[src/rtl/enc_pkg.sv]
// Shared types and constants for the encoder homing sequencer.
package enc_pkg;

    // Homing sequencer states
    typedef enum logic [2:0] {
        IDLE    = 3'd0,
        SEEK    = 3'd1,
        BACKOFF = 3'd2,
        REFINE  = 3'd3,
        SETTLE  = 3'd4
    } state_e;

    // Fault causes reported on err_code
    localparam logic [1:0] ERR_ABORT    = 2'b00;
    localparam logic [1:0] ERR_SEEK_TMO = 2'b01;
    localparam logic [1:0] ERR_BACK_TMO = 2'b10;
    localparam logic [1:0] ERR_REF_TMO  = 2'b11;

    // Default width of the position counter
    localparam int ENC_CNT_W = 21;

endpackage

[src/rtl/enc_down_timer.sv]
// Loadable down-counter with zero flag; holds at zero rather than wrapping.
module enc_down_timer #(
    parameter int W = 8
) (
    input  logic         clk,
    input  logic         rst_n,
    input  logic         load_i,
    input  logic [W-1:0] val_i,
    input  logic         en_i,
    output logic         zero_o
);

    logic [W-1:0] cnt_q;
    logic [W-1:0] cnt_d;

    // Load has priority over decrement; decrement stops at zero
    always_comb begin
        cnt_d = cnt_q;
        if (load_i) begin
            cnt_d = val_i;
        end else if (en_i && (cnt_q != '0)) begin
            cnt_d = cnt_q - 1'b1;
        end
    end

    // Count register
    always_ff @(posedge clk or negedge rst_n) begin
        if (!rst_n) begin
            cnt_q <= '0;
        end else begin
            cnt_q <= cnt_d;
        end
    end

    assign zero_o = (cnt_q == '0);

endmodule

[src/rtl/encoder_home_ctrl.sv]
// Homing sequencer: coarse index seek, back-off, slow index re-approach,
// counter clear on the refined index edge, then settle before reporting done.
module encoder_home_ctrl
    import enc_pkg::*;
#(
    parameter int CNT_W       = ENC_CNT_W,
    parameter int TMO_W       = 27,
    parameter int TIMEOUT_CYC = 125000000,
    parameter int SETTLE_CYC  = 1250,
    parameter int BACKOFF_CNT = 64
) (
    input  logic             clk,
    input  logic             rst_n,
    input  logic             home_start,
    input  logic             abort,
    input  logic             seek_dir,
    input  logic             step_en,
    input  logic             step_dir,
    input  logic             z_idx,
    input  logic [CNT_W-1:0] position,
    output logic             cnt_clr,
    output logic             motor_run,
    output logic             motor_dir,
    output logic             motor_slow,
    output logic             busy,
    output logic             home_done,
    output logic             home_err,
    output logic [1:0]       err_code,
    output logic [CNT_W-1:0] z_pos
);

    localparam int BO_W = $clog2(BACKOFF_CNT + 1);
    localparam int ST_W = (SETTLE_CYC > 1) ? $clog2(SETTLE_CYC) : 1;

    localparam logic [BO_W-1:0]  BO_MAX    = BO_W'(BACKOFF_CNT);
    localparam logic [TMO_W-1:0] WD_RELOAD = TMO_W'(TIMEOUT_CYC - 1);
    localparam logic [ST_W-1:0]  ST_RELOAD = ST_W'(SETTLE_CYC - 1);

    state_e           state_q, state_d;
    logic             run_q, run_d;
    logic             dir_q, dir_d;
    logic             slow_q, slow_d;
    logic             clr_q, clr_d;
    logic             done_q, done_d;
    logic             err_q, err_d;
    logic [1:0]       code_q, code_d;
    logic [CNT_W-1:0] zpos_q, zpos_d;
    logic             dir_r_q, dir_r_d;
    logic             zdly_q;
    logic [BO_W-1:0]  bo_q, bo_d, bo_n;

    logic             wd_load, wd_zero;
    logic             st_load, st_zero, st_en;
    logic             z_rise;
    logic             fault;
    logic [1:0]       fault_code;

    // A level already high when we start looking is not an edge
    assign z_rise = z_idx & ~zdly_q;
    assign st_en  = (state_q == SETTLE);

    // Per-phase watchdog; only consulted in SEEK, BACKOFF and REFINE
    enc_down_timer #(.W(TMO_W)) u_watchdog (
        .clk    (clk),
        .rst_n  (rst_n),
        .load_i (wd_load),
        .val_i  (WD_RELOAD),
        .en_i   (1'b1),
        .zero_o (wd_zero)
    );

    // Quiet-time timer after the counter clear
    enc_down_timer #(.W(ST_W)) u_settle (
        .clk    (clk),
        .rst_n  (rst_n),
        .load_i (st_load),
        .val_i  (ST_RELOAD),
        .en_i   (st_en),
        .zero_o (st_zero)
    );

    // Next-state and registered-output logic; abort beats progress beats timeout
    always_comb begin
        state_d    = state_q;
        run_d      = run_q;
        dir_d      = dir_q;
        slow_d     = slow_q;
        clr_d      = 1'b0;
        done_d     = done_q;
        err_d      = err_q;
        code_d     = code_q;
        zpos_d     = zpos_q;
        dir_r_d    = dir_r_q;
        bo_d       = bo_q;
        bo_n       = bo_q;
        wd_load    = 1'b0;
        st_load    = 1'b0;
        fault      = 1'b0;
        fault_code = ERR_ABORT;

        if ((state_q != IDLE) && abort) begin
            fault = 1'b1;
        end else begin
            case (state_q)
                IDLE: begin
                    if (home_start && !abort) begin
                        dir_r_d = seek_dir;
                        done_d  = 1'b0;
                        err_d   = 1'b0;
                        code_d  = ERR_ABORT;
                        state_d = SEEK;
                        run_d   = 1'b1;
                        dir_d   = seek_dir;
                        slow_d  = 1'b0;
                        wd_load = 1'b1;
                    end
                end
                SEEK: begin
                    if (z_rise) begin
                        zpos_d  = position;
                        state_d = BACKOFF;
                        dir_d   = ~dir_r_q;
                        bo_d    = BO_MAX;
                        wd_load = 1'b1;
                    end else if (wd_zero) begin
                        fault      = 1'b1;
                        fault_code = ERR_SEEK_TMO;
                    end
                end
                BACKOFF: begin
                    // Steps away from the index count down; jitter back toward it counts up
                    if (step_en) begin
                        if (step_dir != dir_r_q) begin
                            bo_n = bo_q - 1'b1;
                        end else if (bo_q < BO_MAX) begin
                            bo_n = bo_q + 1'b1;
                        end
                    end
                    bo_d = bo_n;
                    if (bo_n == '0) begin
                        state_d = REFINE;
                        dir_d   = dir_r_q;
                        slow_d  = 1'b1;
                        wd_load = 1'b1;
                    end else if (wd_zero) begin
                        fault      = 1'b1;
                        fault_code = ERR_BACK_TMO;
                    end
                end
                REFINE: begin
                    if (z_rise) begin
                        clr_d   = 1'b1;
                        run_d   = 1'b0;
                        slow_d  = 1'b0;
                        state_d = SETTLE;
                        st_load = 1'b1;
                    end else if (wd_zero) begin
                        fault      = 1'b1;
                        fault_code = ERR_REF_TMO;
                    end
                end
                SETTLE: begin
                    // Any residual motion restarts the quiet window
                    if (step_en) begin
                        st_load = 1'b1;
                    end else if (st_zero) begin
                        done_d  = 1'b1;
                        state_d = IDLE;
                    end
                end
                default: begin
                    state_d = IDLE;
                end
            endcase
        end

        if (fault) begin
            state_d = IDLE;
            run_d   = 1'b0;
            slow_d  = 1'b0;
            clr_d   = 1'b0;
            err_d   = 1'b1;
            code_d  = fault_code;
            wd_load = 1'b0;
            st_load = 1'b0;
        end
    end

    // State and output registers; reset drops the motor immediately
    always_ff @(posedge clk or negedge rst_n) begin
        if (!rst_n) begin
            state_q <= IDLE;
            run_q   <= 1'b0;
            dir_q   <= 1'b0;
            slow_q  <= 1'b0;
            clr_q   <= 1'b0;
            done_q  <= 1'b0;
            err_q   <= 1'b0;
            code_q  <= 2'b00;
            zpos_q  <= '0;
            dir_r_q <= 1'b0;
            zdly_q  <= 1'b0;
            bo_q    <= '0;
        end else begin
            state_q <= state_d;
            run_q   <= run_d;
            dir_q   <= dir_d;
            slow_q  <= slow_d;
            clr_q   <= clr_d;
            done_q  <= done_d;
            err_q   <= err_d;
            code_q  <= code_d;
            zpos_q  <= zpos_d;
            dir_r_q <= dir_r_d;
            zdly_q  <= z_idx;
            bo_q    <= bo_d;
        end
    end

    assign cnt_clr    = clr_q;
    assign motor_run  = run_q;
    assign motor_dir  = dir_q;
    assign motor_slow = slow_q;
    assign busy       = (state_q != IDLE);
    assign home_done  = done_q;
    assign home_err   = err_q;
    assign err_code   = code_q;
    assign z_pos      = zpos_q;

endmodule

[config.mk]
export PLATFORM = sky130hd
export DESIGN_NAME = encoder_home_ctrl
export DESIGN_NICKNAME = d
export VERILOG_FILES = /design/src/rtl/enc_pkg.sv /design/src/rtl/enc_down_timer.sv /design/src/rtl/encoder_home_ctrl.sv
export SDC_FILE = /design/constraint.sdc
export NUM_CORES = 1
export LEC_CHECK = 0
export ABC_AREA = 0
export CAP_MARGIN = 25
export CORE_ASPECT_RATIO = 0.6
export CORE_MARGIN = 8
export CORE_UTILIZATION = 52
export DETAILED_ROUTE_END_ITERATION = 6
export PLACE_DENSITY = 0.77
export SLEW_MARGIN = 20
export SYNTH_ARGS = -nofsm -noshare
export SYNTH_HDL_FRONTEND = slang
export SYNTH_SLANG_ARGS = --single-unit
[constraint.sdc]
create_clock -name clk -period 5 [get_ports clk]
set_input_delay 1 -clock clk [delete_from_list [all_inputs] [get_ports clk]]
set_output_delay 1 -clock clk [all_outputs]
set_load 0.005 [all_outputs]
== Yosys cells after proc, flatten, opt, wreduce, memory -nomap -nowiden ==
Cells that the tools add are included.
Word-level totals
  output and inout port bits: 30
  register bits after elaboration: 79
  logic and storage cells: 140
  input bits: 29
Cells by class
  multiplexer cells: 70
  add/subtract/negate cells: 4
  reductions and logical operators: 30
  bitwise logic cells: 4
  magnitude comparators: 1
  equality and inequality tests: 17
Operator list (number)
  27-bit two-way mux: 2
  7-bit two-way mux: 6
  1-bit two-way mux: 33
  27-bit logical NOT: 1
  27-bit nonzero test: 1
  27-bit by 1-bit subtractor with 27-bit output, second input constant: 1
  3-bit two-way mux: 8
  11-bit two-way mux: 2
  2-bit two-way mux: 9
  3-bit != test, second input constant: 6
  3-bit case mux with 5 select lines: 1
  5-bit AND reduction: 3
  7-bit case mux with 2 select lines: 1
  2-bit != test, second input constant: 6
  3-bit AND reduction: 4
  2-bit nonzero test: 6
  11-bit logical NOT: 1
  11-bit nonzero test: 1
  11-bit by 1-bit subtractor with 11-bit output, second input constant: 1
  1-bit case mux with 3 select lines: 3
  3-bit nonzero test: 3
  1-bit case mux with 2 select lines: 4
  7-bit by 1-bit adder with 7-bit output, second input constant: 1
  7-bit logical NOT: 1
  16 further kinds: 21

== Longest topological paths before layout ==
Gate-level depths: netlist of run 1.
  word-level depth: 12
  depth in mapped cells: 11

== Modules after synthesis ==
Synthesis of run 1 repeated with hierarchy kept, for this count alone.
Unflattened totals
  cells, all modules: 501
  area, all modules: 4868.4 um^2
Modules (own cells, without submodules)
  encoder_home_ctrl: seq. area each 1026.0 um^2, area each 2339.7 um^2, cells an instance 227, times used 1
  enc_down_timer (u_watchdog): seq. area each 675.6 um^2, area each 1821.7 um^2, cells an instance 199, times used 1
  enc_down_timer (u_settle): seq. area each 275.3 um^2, area each 706.9 um^2, cells an instance 75, times used 1

== Least setup slack after synthesis of run 1 ==
Ideal clock, no wire load.
  kind: input -> register
  start: input step_dir
  end: register dir_q (netlist: motor_dir)
  arrival: 2.856 ns
  slack: 2.065 ns
  cell stages on the path: 8
  required time: 4.921 ns
  cells stage by stage: xnor2_2 -> mux2i_1 -> xnor2_1 -> and4_4 -> nand4_2 -> a2111oi_2 -> buf_4 -> mux2i_1
On the way
  cells in the longest elaborated chain, start to end: 8
RTL lines
  start: declaration: RTL line encoder_home_ctrl.sv:18  | input logic step_dir,
  1-bit != test: RTL line encoder_home_ctrl.sv:133  | if (step_dir != dir_r_q) begin
  7-bit two-way mux: RTL line encoder_home_ctrl.sv:133
  7-bit two-way mux: RTL line encoder_home_ctrl.sv:132  | if (step_en) begin
  7-bit two-way mux: RTL line encoder_home_ctrl.sv:104  | case (state_q)
  7-bit two-way mux: RTL line encoder_home_ctrl.sv:101  | if ((state_q != IDLE) && abort) begin
  7-bit logical NOT: RTL line encoder_home_ctrl.sv:140  | if (bo_n == '0) begin
  2-bit != test (no line)
  5-bit AND reduction (no line)
  end signal: assignment: RTL line encoder_home_ctrl.sv:207  | dir_q <= dir_d;
  end: declaration: RTL line encoder_home_ctrl.sv:41  | logic dir_q, dir_d;
Every way passes these cells. The select of a mux whose other input is x is not followed.
A chain may end at the register's enable or synchronous reset.

== Worst setup path in the final report of run 1 ==
  start: input step_dir
  end: register u_watchdog.cnt_q[1]
On the way
  cells in the longest elaborated chain, start to end: 11
RTL lines
  1-bit != test (*): RTL line encoder_home_ctrl.sv:133
  7-bit two-way mux (*): RTL line encoder_home_ctrl.sv:133
  7-bit two-way mux (*): RTL line encoder_home_ctrl.sv:132
  7-bit two-way mux (*): RTL line encoder_home_ctrl.sv:104
  7-bit two-way mux (*): RTL line encoder_home_ctrl.sv:101
  7-bit logical NOT (*): RTL line encoder_home_ctrl.sv:140
  1-bit two-way mux: RTL line encoder_home_ctrl.sv:140
  1-bit case mux with 3 select lines / 1-bit case mux with 2 select lines (equally long branches): RTL line encoder_home_ctrl.sv:104
  1-bit two-way mux: RTL line encoder_home_ctrl.sv:101
  1-bit two-way mux (*): RTL line encoder_home_ctrl.sv:177  | if (fault) begin
  27-bit two-way mux / 2-bit nonzero test (equally long branches)
  end signal: assignment: RTL line enc_down_timer.sv:31  | cnt_q <= cnt_d;
  end: declaration: RTL line enc_down_timer.sv:13  | logic [W-1:0] cnt_q;
Mark *: on every way between the ends. The rest lies on a longest branch, timed or not. The select of a mux whose other input is x is not followed.

==> results.md, run 1 <==
- Post-synth cell types: 63
- EDFF count, synth: 0
- Fin. max-slew vios: 0
- Worst Path Class, Setup: input port to register
- Setup TNS: 0 ns
- Crit path capture type: register
- Reg-to-Reg End: u_watchdog.cnt_q[1]
- Post-layout minimum cycle time: 3.50 ns
- Max clock buf depth: 2
- CTS tree: done
- I/O Pins: 59
- Initial DRT Pass Iterations: 5
- Sink Count: 79
- Global route total overflow: 0
- Synth top area share: between 40% and 50%
- Final ANT Viol Nets: 0
- Max-Slew Margin vs Limit: between 40% and 50%
- Hold-critical path depth: 1
- Clock skew: between 0.006 and 0.007 ns
- Crit Path Max Fanout: 17
- Port bufs: slightly below 60
- Power, Total: 2.76 mW
- Most frequent cells in the layout: dfrtp_1 (79), clkdlybuf4s50_1 (57), nand2_1 (54), nor2_1 (43), mux2_2 (21)
- Via density: 5.60
- Hold Violations, Final: 0
- Filler Cell Count: approximately 630
- Worst hold margin: between 0.5 and 0.6 ns
- Final Net Count: ~500
- Via Count: between 3000 and 4000
- Clock transition at the registers of the reported paths: around 0.060 ns
- Vert. Die Dim: ~84 µm
- Max Cap Viol: 0
- First-pass GRT wire length: roughly 16 mm
- WHS Endpoint: z_pos[0]
- Post-CTS sizing: 0
- Status: complete, no violations
- Syn_area_per_cell: 9.99 µm²
- Post-CTS Setup Bufs: 0
- Yosys reg bits: 79
- Initial drt markers: roughly 290
- Layout cell share with drive strength beyond 1: 12.0%
- Largest net degree at the start of global routing: 80
- Antenna Cells: 0
- R2r worst-path depth: 10
- Post-route DRC: 0
- Synthesized instance count: between 400 and 500
- R2r startpoint: u_watchdog.cnt_q[0]
- Area post-placement: ~0.0047 mm²
- Initial Util: 52.5%
- Core region area: just under 0.008 mm²
- Syn Nets: 437
- Worst path slowest cell: a2111o_1
- Commonest non-fill, non-tap cell in the layout: dfrtp_1
- Syn Std Cell Area: between 0.004 and 0.005 mm²
- Die area: approximately 0.011 mm²
- Routed WL: 9.50 mm
- Final setup viols: 0
- Min-Delay Path Class: register to register
- Peak VDD IR: approximately 0.33 mV
- Initial antenna violation count: 0
- Cell Chain, Critical Path: clkdlybuf4s50_1 > xnor2_2 > mux2i_1 > xnor2_1 > and4_4 > nand4_2 > a2111o_1 > o211ai_1
- Worst path required time: around 5.3 ns
- Sequential-to-total area share from yosys stat: about half
- Area Growth Syn to Fin: 25.1%
- RSZ-0062 raised after global routing: no
- DP Wirelength: around 7 mm
- Hold_sp: z_pos[0]
- Clock root buffer: clkbuf_16
- WL per Instance: roughly 16 µm
- Max incr delay on CP: between 0.6 and 0.7 ns
- Num rows: 25
- Total track usage: roughly 18%
- CP Launch Type: input port
- Clock Latency Late Sink: around 0.34 ns
- Post-synth ARST share: 100%
- Commonest register cell after synthesis: dfrtp_1
- Top post-synthesis cells by area: dfrtp_1 (49%), mux2_2 (5.9%), nand2_1 (5.0%)
- Cts bufs inserted: 9
- Power per cell area: ~550 mW/mm²
- Hold buffer count at CTS: 0
- Die X: 130 µm
- Vias in the first global route: 3081
- CTS H-tree lvls: 3
- Yosys warning count: 0
- Max frequency: roughly 0.29 GHz
- Worst R2R Setup Slack: about 2.0 ns
- Fin area: 0.00505 mm²
- Yosys top cell by area: dfrtp_1
- Leakage: 2.00 nW
- Worst-Margin Slew: 0.887 ns
- Worst EP arrival: around 3.8 ns
- Routability congestion estimate: ~0.98
- Fin crit share: roughly 70%
==> Yosys cell counts (2+ instances only) <==
cell      count
dfrtp_1      79
nand2_1      54
nor2_1       43
mux2_2       21
xnor2_1      18
a21oi_1      15
inv_1        13
nor3_1       13
o21ai_0      13
xor2_1       13
nor4_1       11
clkbuf_1      8
nand3_1       6
nand4_1       6
nor2b_1       6
mux2i_1       5
o22ai_1       5
ha_1          4
nand2b_1      4
nand3b_1      4
nor3b_1       3
o211ai_1      3
o21a_1        3
o21ai_1       3
o31ai_1       3
o32ai_1       3
or3_1         3
and2_1        2
and3_1        2
and4_4        2
buf_6         2
or3b_2        2
or4_1         2
==> metrics by stage <==
stage | std cells | util [%] | setup WS, ns
after floorplan | 404 | - | 2.06
after global placement | 560 | 61.1 | 1.24
after detailed placement | 560 | 61.1 | 1.16
after CTS | 575 | 65.3 | 1.51
after global routing | 576 | 65.6 | 1.31
final | 576 | 65.6 | 1.50
==> sequential cells by signal, indices dropped and copies added (netlist names) <==
name and count:
cnt_clr 1, home_err 1, u_watchdog.cnt_q 27, u_settle.cnt_q 11, motor_slow 1, err_code 2
motor_dir 1, z_pos 21, home_done 1, bo_q 7, dir_r_q 1, zdly_q 1
motor_run 1, state_q 3
==> layer usage <==
layer	up-vias	global-route usage [%]	part of all wire, %
met3	6	8.16	9.4
li1	1538	-	-
met1	1555	27.0	51
met5	-	0	0
met2	126	23.1	38
met4	0	4.40	1.0
==> area by class of cell <==
class	instances	area [µm²]	share of cell area, %
clock buffers	10	239	4.73
clock inverters	5	82.6	1.64
inverters	13	48.8	0.967
multi-input cells	300	1950	38.5
flip-flops and latches	79	1980	39.2
well taps	108	135	2.68
repair buffers	61	621	12.3
==> power by group <==
group          internal (mW)  switching (mW)  total (mW)
registers              0.860           0.215        1.07
logic                  0.537           0.447       0.984
clock network          0.448           0.249       0.697
total                   1.84           0.911        2.76
==> logic make-up (layout without fill, tap and decap cells) <==
family                   after synthesis  count (layout)  synth area share [%]
buffers and inverters                 25              89                  2.82
adder cells (fa/ha/maj)                4               4                  1.24
AO/OA/AOI/OAI                         63              63                  10.8
AND/OR/NAND/NOR                      175             175                  21.9
multiplexers                          26              26                  7.10
flip-flops                            79              79                  49.0
XOR/XNOR                              32              32                  7.13
==> worst max-delay path by stage <==
| stage | from | to | slack, ns |
|---|---|---|---|
| detailed placement | step_dir | u_watchdog.cnt_q[1] | 1.16 |
| CTS | step_dir | u_watchdog.cnt_q[1] | 1.51 |
| global route | step_dir | u_watchdog.cnt_q[1] | 1.31 |
| floorplan | step_dir | motor_dir | 2.06 |
| finish | step_dir | u_watchdog.cnt_q[1] | 1.50 |
| global placement | step_dir | u_watchdog.cnt_q[1] | 1.24 |
==> worst max-delay path: cells and delay by family <==
family | cells | cell delay [ns]
AO/OA/AOI/OAI | 2 | 0.89
XOR/XNOR | 2 | 0.60
buffers and inverters | 1 | 0.48
multiplexers | 1 | 0.37
AND/OR/NAND/NOR | 2 | 0.40
Note: power is estimated with default switching activity, not from simulation.
==> inputs of run 2 (changes only) <==
--- a/config.mk
+++ b/config.mk
@@ -9,9 +9,9 @@
 export CAP_MARGIN = 25
 export CORE_ASPECT_RATIO = 0.6
 export CORE_MARGIN = 8
-export CORE_UTILIZATION = 52
+export CORE_UTILIZATION = 49
 export DETAILED_ROUTE_END_ITERATION = 6
-export PLACE_DENSITY = 0.77
+export PLACE_DENSITY = 0.76
 export SLEW_MARGIN = 20
 export SYNTH_ARGS = -nofsm -noshare
 export SYNTH_HDL_FRONTEND = slang
==> constraint.sdc (replaced) <==
create_clock -name clk -period 3.2 [get_ports clk]
set_input_delay 0.64 -clock clk [delete_from_list [all_inputs] [get_ports clk]]
set_output_delay 0.64 -clock clk [all_outputs]
set_load 0.005 [all_outputs]
==> run 2 against run 1 <==
Effect of this change:
- die area increased by 5.2%
- sequential share of layout area shrank 0.83 points
- total power increased by 59%
- final cell count is 2.8% higher
- routed wire length grew 0.68%
- critical path type unchanged
- highest routed layer unchanged
==> results.md, run 2 (same netlist as run 1, synthesis figures left out) <==
- Max-Slew Margin vs Limit: ~50%
- Num rows: 25
- Min-Delay Path Class: input port to asynchronous set/reset pin
- Worst path required time: roughly 3.4 ns
- Fin area: 0.00516 mm²
- Initial antenna violation count: 0
- RSZ-0062 raised after global routing: no
- I/O Pins: 59
- WL per Instance: between 15 and 20 µm
- Final Net Count: ~500
- Initial Util: about 50%
- Area post-placement: 0.00482 mm²
- Power per cell area: 850 mW/mm²
- R2r worst-path depth: 11
- Number of flip-flops in the largest register: 27
- Port bufs: 58
- Post-CTS Setup Bufs: 0
- Worst EP arrival: 3.21 ns
- Via Count: 3307
- Worst hold margin: just over 0.3 ns
- Core region area: about 0.0079 mm²
- Post-route DRC: 0
- Worst path slowest cell: clkdlybuf4s50_1
- Status: complete, no violations
- Clock Latency Late Sink: ~0.34 ns
- Power, Total: about 4.4 mW
- Crit path capture: state_q[0]
- Most frequent cells in the layout: dfrtp_1 (79), clkdlybuf4s50_1 (57), nand2_1 (54), nor2_1 (43), mux2_2 (21)
- Hold Violations, Final: 0
- Sink Count: 79
- Largest register by flop count: u_watchdog.cnt_q
- Routability congestion estimate: between 0.9 and 1
- Antenna Cells: 0
- Die X: ~130 µm
- Final ANT Viol Nets: 0
- Crit Path Max Fanout: 8
- Reg-to-Reg End: u_watchdog.cnt_q[3]
- Layout cell share with drive strength beyond 1: ~15%
- CTS tree: done
- Worst R2R Setup Slack: about 0.26 ns
- CP Launch Type: input port
- Largest net degree at the start of global routing: 80
- Leakage: between 2 and 2.5 nW
- Post-layout minimum cycle time: about 3.0 ns
- Clock root buffer: clkbuf_16
- Commonest non-fill, non-tap cell in the layout: dfrtp_1
- Worst-Margin Slew: approximately 0.75 ns
- Via density: between 5 and 6
- Die area: 0.0115 mm²
- Met2 Use GR: between 20% and 30%
- Clock skew: 0.00353 ns
- Max frequency: ~0.33 GHz
- First-pass GRT wire length: ~16 mm
- Peak VDD IR: approximately 0.5 mV
- Layout Utilization: about two thirds
- Area Growth Syn to Fin: 27.8%
- Initial drt markers: a little under 200
- DP Wirelength: between 6 and 7 mm
- Initial DRT Pass Iterations: 4
- Vias in the first global route: 3123
- Cts bufs inserted: 9
- Met1 GRT Util: about a quarter
- Hold buffer count at CTS: 0
- Clock transition at the registers of the reported paths: 0.06 ns
- Final setup viols: 0
- Cell Chain, Critical Path: clkdlybuf4s50_1 > xor2_1 > o21ai_1 > a21oi_1 > xnor2_1 > and4_4 > o41ai_2 > buf_4 > o21a_1 > o32ai_1
- Fin. max-slew vios: 0
- Vert. Die Dim: 86.3 µm
- GR peak layer: met1
- Routed WL: 9.56 mm
- R2r startpoint: u_watchdog.cnt_q[0]
- Max incr delay on CP: approximately 0.60 ns
- Cell count after placement: roughly 580
- Met3 usage: around 5.4%
- Critical Path Start: step_dir
- CTS H-tree lvls: 3
- Crit path capture type: register
- Worst Path Class, Setup: input port to register
- Global route total overflow: 0
- Total track usage: 17.1%
- Finished Layout Cells: 592
- Max Cap Viol: 0
- Fin crit share: a little over nine tenths
- Max clock buf depth: 2
run 2: metal layers:
metal,up-vias,wire length (µm)
li1,1578,-
met5,-,0
met1,1581,4900
met3,11,795
met2,137,3750
met4,0,115
run 2: worst min-delay path by stage:
stage,startpoint,endpoint,slack (ns),depth (start not counted)
2_1_floorplan,rst_n,bo_q[0],0.34,0
3_3_place_gp,home_err,home_err,0.48,1
3_5_place_dp,z_pos[6],z_pos[6],0.49,1
4_1_cts,rst_n,bo_q[1],0.50,1
5_1_grt,rst_n,bo_q[1],0.40,1
6_report,rst_n,zdly_q,0.31,1
run 2: final cells by class:
class                           instances  area [µm²]
Timing Repair Buffer                   76         717
Fill cell                             631        2790
Multi-Input combinational cell        300        1960
Clock buffer                           10         229
Tap cell                              108         135
Inverter                               13        48.8
Clock inverter                          6        93.8
Sequential cell                        79        1980
run 2: repair_timing:
action,in CTS,in global routing
endpoints found under the hold margin,0,0
resized for setup,0,1
setup endpoints to repair,0,1
run 2: worst max-delay path, delay by kind of cell:
kind,cells,cell delay [ns]
xor+xnor,2,0.51
simple gates,1,0.22
buf+inv,2,0.83
compound gates,5,1.01
run 2: power by group:
group / switching (mW) / total [mW] / internal, mW
combinational: 0.725 / 1.61 / 0.890
sequential: 0.338 / 1.68 / 1.34
clock: 0.399 / 1.09 / 0.688
run 2: stage by stage:
stage                     TNS (ns)  worst slack, ns
final                            0            0.184
after global routing             0          0.00760
after CTS                        0            0.174
after detailed placement     -3.43           -0.194
after global placement     -0.0668          -0.0350
after floorplan                  0            0.625
